--- config.mk ---
export PLATFORM = sky130hd
export DESIGN_NAME = serial_disp_sched
export DESIGN_NICKNAME = d
export VERILOG_FILES = /design/src/rtl/serial_disp_sched.sv
export SDC_FILE = /design/constraint.sdc
export NUM_CORES = 1
export LEC_CHECK = 0
export BUFFER_PORTS_ARGS = -buffer_cell sky130_fd_sc_hd__clkbuf_2
export CAP_MARGIN = 40
export CORE_UTILIZATION = 50
export DETAILED_ROUTE_END_ITERATION = 12
export HOLD_SLACK_MARGIN = 0.06
export PLACE_DENSITY_LB_ADDON = 0.3
export SYNTH_ARGS = -nofsm -noshare
export SYNTH_HDL_FRONTEND = slang
export SYNTH_SLANG_ARGS = --single-unit
--- constraint.sdc ---
create_clock -name clk_100mhz -period 2.55 [get_ports clk_100mhz]
set_input_delay 0.3825 -clock clk_100mhz [delete_from_list [all_inputs] [get_ports clk_100mhz]]
set_output_delay 0.3825 -clock clk_100mhz [all_outputs]
set_load 0.02 [all_outputs]
--- src/rtl/serial_disp_sched.sv ---
// rtl/serial_disp_sched.sv - shared bit-serial engine refreshing the 7-seg and LED display chains
module serial_disp_sched #(
    parameter int DIV      = 4,
    parameter int SEG_BITS = 64,
    parameter int LED_BITS = 16
) (
    input  logic                clk_100mhz,
    input  logic                RSTN,
    input  logic [SEG_BITS-1:0] seg_data,
    input  logic                seg_req,
    input  logic [LED_BITS-1:0] led_data,
    input  logic                led_req,
    output logic                seg_ack,
    output logic                led_ack,
    output logic                busy,
    output logic                seg_clk,
    output logic                seg_do,
    output logic                seg_pen,
    output logic                led_clk,
    output logic                led_do,
    output logic                led_pen
);

    localparam int MAXB = (SEG_BITS > LED_BITS) ? SEG_BITS : LED_BITS;
    localparam int CW   = ($clog2(MAXB) < 1) ? 1 : $clog2(MAXB);
    localparam int DW   = $clog2(2 * DIV);

    typedef enum logic [1:0] {S_IDLE, S_LOAD, S_SHIFT, S_LATCH} state_t;

    state_t          state_q, state_d;
    logic            sel_q, sel_d;           // 1 = LED chain owns the engine
    logic            last_q, last_d;         // 1 = LED was granted last
    logic            seg_pend_q, seg_pend_d;
    logic            led_pend_q, led_pend_d;
    logic [MAXB-1:0] sreg_q, sreg_d;
    logic [CW-1:0]   bcnt_q, bcnt_d;
    logic [DW-1:0]   dcnt_q, dcnt_d;
    logic            seg_pen_q, seg_pen_d;
    logic            led_pen_q, led_pen_d;
    logic            seg_ack_q, seg_ack_d;
    logic            led_ack_q, led_ack_d;
    logic            grant_seg, grant_led;

    always_comb begin
        state_d   = state_q;
        sel_d     = sel_q;
        last_d    = last_q;
        sreg_d    = sreg_q;
        bcnt_d    = bcnt_q;
        dcnt_d    = dcnt_q;
        seg_pen_d = seg_pen_q;
        led_pen_d = led_pen_q;
        seg_ack_d = 1'b0;
        led_ack_d = 1'b0;
        grant_seg = 1'b0;
        grant_led = 1'b0;

        case (state_q)
            S_IDLE: begin
                // Round-robin: on contention the channel not served last wins.
                if (seg_pend_q && (!led_pend_q || last_q)) begin
                    grant_seg = 1'b1;
                    sel_d     = 1'b0;
                    last_d    = 1'b0;
                    state_d   = S_LOAD;
                end else if (led_pend_q) begin
                    grant_led = 1'b1;
                    sel_d     = 1'b1;
                    last_d    = 1'b1;
                    state_d   = S_LOAD;
                end
            end
            S_LOAD: begin
                sreg_d = '0;
                if (sel_q) begin
                    sreg_d[MAXB-1 -: LED_BITS] = led_data;
                    bcnt_d    = CW'(LED_BITS - 1);
                    led_pen_d = 1'b0;
                end else begin
                    sreg_d[MAXB-1 -: SEG_BITS] = seg_data;
                    bcnt_d    = CW'(SEG_BITS - 1);
                    seg_pen_d = 1'b0;
                end
                dcnt_d  = '0;
                state_d = S_SHIFT;
            end
            S_SHIFT: begin
                if (dcnt_q == DW'(2 * DIV - 1)) begin
                    dcnt_d = '0;
                    sreg_d = sreg_q << 1;
                    if (bcnt_q == '0) begin
                        state_d = S_LATCH;
                    end else begin
                        bcnt_d = bcnt_q - 1'b1;
                    end
                end else begin
                    dcnt_d = dcnt_q + 1'b1;
                end
            end
            S_LATCH: begin
                if (dcnt_q == DW'(DIV - 1)) begin
                    dcnt_d  = '0;
                    state_d = S_IDLE;
                    if (sel_q) begin
                        led_pen_d = 1'b1;
                        led_ack_d = 1'b1;
                    end else begin
                        seg_pen_d = 1'b1;
                        seg_ack_d = 1'b1;
                    end
                end else begin
                    dcnt_d = dcnt_q + 1'b1;
                end
            end
            default: state_d = S_IDLE;
        endcase

        // A request landing in the grant cycle re-arms the flag.
        seg_pend_d = (seg_pend_q & ~grant_seg) | seg_req;
        led_pend_d = (led_pend_q & ~grant_led) | led_req;
    end

    always_ff @(posedge clk_100mhz) begin
        if (!RSTN) begin
            state_q    <= S_IDLE;
            sel_q      <= 1'b0;
            last_q     <= 1'b1;
            seg_pend_q <= 1'b0;
            led_pend_q <= 1'b0;
            sreg_q     <= '0;
            bcnt_q     <= '0;
            dcnt_q     <= '0;
            seg_pen_q  <= 1'b1;
            led_pen_q  <= 1'b1;
            seg_ack_q  <= 1'b0;
            led_ack_q  <= 1'b0;
        end else begin
            state_q    <= state_d;
            sel_q      <= sel_d;
            last_q     <= last_d;
            seg_pend_q <= seg_pend_d;
            led_pend_q <= led_pend_d;
            sreg_q     <= sreg_d;
            bcnt_q     <= bcnt_d;
            dcnt_q     <= dcnt_d;
            seg_pen_q  <= seg_pen_d;
            led_pen_q  <= led_pen_d;
            seg_ack_q  <= seg_ack_d;
            led_ack_q  <= led_ack_d;
        end
    end

    logic shifting, clk_hi;

    // Serial clock is high in the second half of each bit so the rising edge is mid-bit.
    assign shifting = (state_q == S_SHIFT);
    assign clk_hi   = shifting && (dcnt_q >= DW'(DIV));

    assign seg_clk = clk_hi && !sel_q;
    assign led_clk = clk_hi && sel_q;
    assign seg_do  = shifting && !sel_q && sreg_q[MAXB-1];
    assign led_do  = shifting && sel_q && sreg_q[MAXB-1];
    assign seg_pen = seg_pen_q;
    assign led_pen = led_pen_q;
    assign seg_ack = seg_ack_q;
    assign led_ack = led_ack_q;
    assign busy    = (state_q != S_IDLE);

endmodule
# Yosys cells after proc, flatten, opt, wreduce, memory -nomap -nowiden

Index checks and enable logic that the tools add are counted.

Add/subtract/negate cells: 2
Magnitude comparators: 1
Equality and inequality tests: 14
Mux-type cells: 34
Bitwise gates (word level): 6
Reduce and logical (&&, ||, !) cells: 25

Operators with widths:

| kind                | number |
|---|---|
| $pmux 64 s2         | 1 |
| $mux 64             | 1 |
| $mux 48             | 1 |
| $mux 6              | 3 |
| $mux 16             | 1 |
| $mux 1              | 15 |
| $ne 2x2->1 const B  | 6 |
| $pmux 6 s2          | 1 |
| $reduce_and 4->1    | 3 |
| $mux 2              | 5 |
| $pmux 3 s3          | 1 |
| $logic_and 1x1->1   | 8 |
| $pmux 2 s4          | 1 |
| $reduce_bool 2->1   | 4 |
| $logic_not 6->1     | 1 |
| $mux 3              | 2 |
| $reduce_and 3->1    | 2 |
| $sub 6x1->6 const B | 1 |
| $eq 2x2->1 const B  | 2 |
| $ne 2x1->1 const B  | 2 |
| $pmux 1 s2          | 2 |
| $reduce_and 2->1    | 2 |
| $add 3x1->3 const B | 1 |
| $eq 3x2->1 const B  | 1 |
| 11 further kinds    | 15 |

Flip-flop bits (word level): 83
Output and inout bits: 9
Logic and storage cells: 94

# Logic depth before layout (Yosys ltp)

Depth in word-level cells: 8
Mapped depth: 9

# Worst setup path before layout

OpenSTA, ideal clock, no wires.

Path kind: reg2out
Start point: register state_q[0]
End point: output port seg_clk
Arrival time: 1,507 ps
Required time: 2,168 ps
Slack: 660 ps
Stages on the path, launching flop included: 8
Cells stage by stage: dfxtp_1 inv_1 ha_1 buf_6 clkbuf_1 buf_2 nand2_1 nor2_1

Cells in the longest elaborated chain, start to end: 3

RTL lines:

| element                  | RTL line | source |
|---|---|---|
| start: declaration       | 30       | `state_t state_q, state_d;` |
| start signal: assignment | 138      | `state_q <= state_d;` |
| $eq 2x2->1               | 156      | `assign shifting = (state_q == S_SHIFT);` |
| $logic_and 1x1->1        | 157      | `assign clk_hi = shifting && (dcnt_q >= DW'(DIV));` |
| $logic_and 1x1->1        | 159      | `assign seg_clk = clk_hi && !sel_q;` |
| end: declaration         | 16       | `output logic seg_clk,` |

Every way passes these cells.

# Worst setup path after layout

Start point: register state_q[0]
End point: register sreg_q[51]

Cells in the longest elaborated chain, start to end: 3
Elaborated cells between the ends (all ways): 6
Classes of those cells: eq/ne: 3; mux: 1; reduce/logical: 2

RTL lines:

| element                                                          | RTL line | source |
|---|---|---|
| $eq 2x2->1 / $eq 2x1->1 (equally long branches)                  | 58       | `case (state_q)` |
| $ne 2x1->1 (no line) / $reduce_bool 2->1 (equally long branches) | --       |  |
| $reduce_and 2->1 (no line)                                       | --       |  |
| end signal: assignment                                           | 143      | `sreg_q <= sreg_d;` |
| end: declaration                                                 | 35       | `logic [MAXB-1:0] sreg_q, sreg_d;` |

Several ways; a longest one is shown, not always the timed one.
A chain may end at the register's enable or synchronous reset.

==> impl_results.md <==
- Tightest Hold Check Type: in2reg
- Final Cycle Share: 78.7%
- DR vias: 3658
- Mapped Cells: 466
- Fin util: 61.0%
- EDFF count, synth: 0
- WS Path Type: reg2reg
- Register Area: 1660 um^2
- Worst-Margin Slew: 666 ps
- CP cell instances: inv_1, ha_4, buf_4, nand2_1, o21ai_0, nand2_1, a21boi_0
- Peak VDD IR: 0.000538 V
- Top-count cell post-synth: dfxtp_1
- First-pass DRT Iterations: 4
- Cell area power density: 1120 nW/um^2
- XOR/XNOR Fraction of Synth Area: 0%
- Critical path's top delay family: buffers and inverters
- Die Height: 91.8 um
- Synth top area share: 41.2%
- Vias in the first global route: 3353
- Most used cell, CP: nand2_1
- Hold_buf cts: 0
- Clock Tree Root: clkbuf_8
- CTS Buf Count: 9
- Area growth syn-to-layout: 17.6%
- CTS tree: built
- Multi-input gate area: 2150 um^2
- Multiplexer share of the synthesized area: 4.22%
- Crit Path Max Fanout: 71
- Post-DR vias/cell: 5.69
- Total Power: 5.32 mW
- Cell accounting for the most synthesized area: dfxtp_1
- Worst Path Buf+Inv: 2
- CP max stage delay: 590 ps
- WP data arrival: 2280 ps
- PostCTS Resize Cnt: 0
- Nets@finish: 629
- Combinational family with the most area after synthesis: simple AND/OR/NAND/NOR gates
- Routability cong.: 0.757
- Die W: 91.8 um
- DR WL/cell: 14.0 um
- Synthesized-area fraction occupied by adder cells: 2.79%
- Critical path's slowest cell: buf_4
- Synth area leaders: dfxtp_1 41%, a221oi_1 10%, nor3b_1 8.7%
- Top cells by count, synth: 83 x dfxtp_1, 62 x nand2_1, 56 x nor2_1
- Syn Area/Cell: 8.65 um^2
- First-pass GRT wire length: 15500 um
- H-tree depth: 3
- Worst-Skew Late Latency: 350 ps
- Share of layout cells above drive strength 1: 22.9%
- Die area: 8430 um^2
- Clock skew: 11.5 ps
- Pleak: 1.89 nW
- #FFs+latches synth: 83
- Min Hold Slack: 275 ps
- Synth cell types: 39
- Tot GR Track Use: 22.8%
- Synthesized area: 4030 um^2
- Clk sinks: 83
- Reg-to-reg setup timing slack: 540 ps
- Worst R2R Path Depth: 7
- Worst-case clock buffer depth: 2
- Num ports: 93
- Clk slew on worst S/H paths: 80 ps
- Setup TNS: 0 ps
- GR Overflow Total: 0
- Complex-gate fraction of the synthesized area: 22.2%
- Setup-failing EPs final: 0
- Aggregate routed wire length: 9030 um
- Status: finished clean
- Port Buffers: 92
- Final setup margin: 544 ps
- RSZ-0062 raised after global routing: false
- Rel. slew slack: 55.6%
- Dominant synthesized flop cell: dfxtp_1
- Simple-gate share of the synthesized area: 23.5%
- Final-layout fill cell count: 713
- Antenna violations before repair: 0
- Worst Path Required: 2820 ps
- Synth warn: 0
- Initial DRC Count: 243
- Fin crit period: 2010 ps
- DP Worst Slack: 572 ps
- Pin count of the biggest net entering global routing: 72
- # diodes: 0
- # DRC: 0
- Final Slew Violations: 0
- Core area: 7770 um^2
- Num rows: 32
- Maxcap violations: 0
- Seq/Total Area, Yosys: 41.2%
- Syn nets: 559
- Fin. Hold Viols: 0
- Starting Density: 51.9%
- Async SR Flop Fraction: 0%
- Post-route ant nets: 0
- Post-CTS setup buffer count: 0
- CP startpoint kind: flip-flop
- HPWL Detailed: 6020 um
- Hold depth: 3
- Worst setup EP type: flip-flop
- Crit path depth: 7
- Max Freq: 498 MHz
kinds of logic after synthesis:
| logic type | Yosys count |
|---|---|
| AOI/OAI and AO/OA | 114 |
| adders and majority gates | 9 |
| buffers and inverters | 54 |
| DFF | 83 |
| muxes | 17 |
| and+or+nand+nor | 189 |
metrics by stage:
step,cells,area (um^2)
2_1_floorplan,466,4030
3_3_place_gp,625,4520
3_5_place_dp,627,4560
4_1_cts,643,4740
5_1_grt,643,4740
6_report,643,4740
flip-flops by register name, summed over array words and instances, names as in the netlist:
name        flops
dcnt_q          3
seg_pend_q      1
sel_q           1
bcnt_q          6
led_ack         1
state_q         2
led_pen         1
sreg_q         64
seg_ack         1
led_pend_q      1
last_q          1
seg_pen         1
metal layers:
layer  track usage, %  wire [um]
met5                0          0
met4             8.59        187
met3             3.48        448
met2             38.3       4190
met1             29.4       4200
tightest hold or removal path, stage by stage:
cell,delay (ps)
clkbuf_2,80
a21oi_1,30
nor2b_1,100
final cells by class:
type / instances / share of cell area [%]
multi-input combinational: 329 / 45.3
sequential: 83 / 35.0
timing repair buffer: 103 / 12.4
tap: 102 / 2.69
inverter: 10 / 0.792
clock buffer: 10 / 2.69
clock inverter: 6 / 1.06
power by group:
group	leakage, nW	total (mW)	internal (mW)	switching [mW]
registers	0.681	2.05	1.76	0.286
clock network	0.0835	0.857	0.364	0.493
logic	1.13	2.42	0.961	1.45
total	1.89	5.32	3.09	2.23
placed cells by master, fill, tap and decap left out, types with 2 or more instances in the layout:
cell type / count
clkbuf_2: 92
dfxtp_1: 83
nand2_1: 62
nor2_1: 55
a221oi_1: 47
nor3b_1: 47
a21boi_0: 20
o21ai_0: 19
mux2i_1: 17
inv_1: 10
clkbuf_8: 9
ha_1: 8
buf_4: 8
o31a_1: 6
nor2b_1: 5
nand3_1: 5
nor3_1: 4
a21oi_1: 4
and3_1: 3
o211a_1: 3
o21a_1: 3
a31oi_1: 2
nor4_1: 2
clkinv_4: 2
inv_6: 2
clkinvlp_4: 2
buf_12: 2
worst paths after layout:
| kind | from | end |
|---|---|---|
| max | state_q[0]$_SDFFE_PN0P_ | sreg_q[51]$_SDFFE_PN0P_ |
| min | seg_req | seg_pend_q$_SDFF_PN0_ |
| max reg2reg | state_q[0]$_SDFFE_PN0P_ | sreg_q[51]$_SDFFE_PN0P_ |
| min reg2reg | sreg_q[53]$_SDFFE_PN0P_ | sreg_q[53]$_SDFFE_PN0P_ |
(Power assumes the default switching activity.)
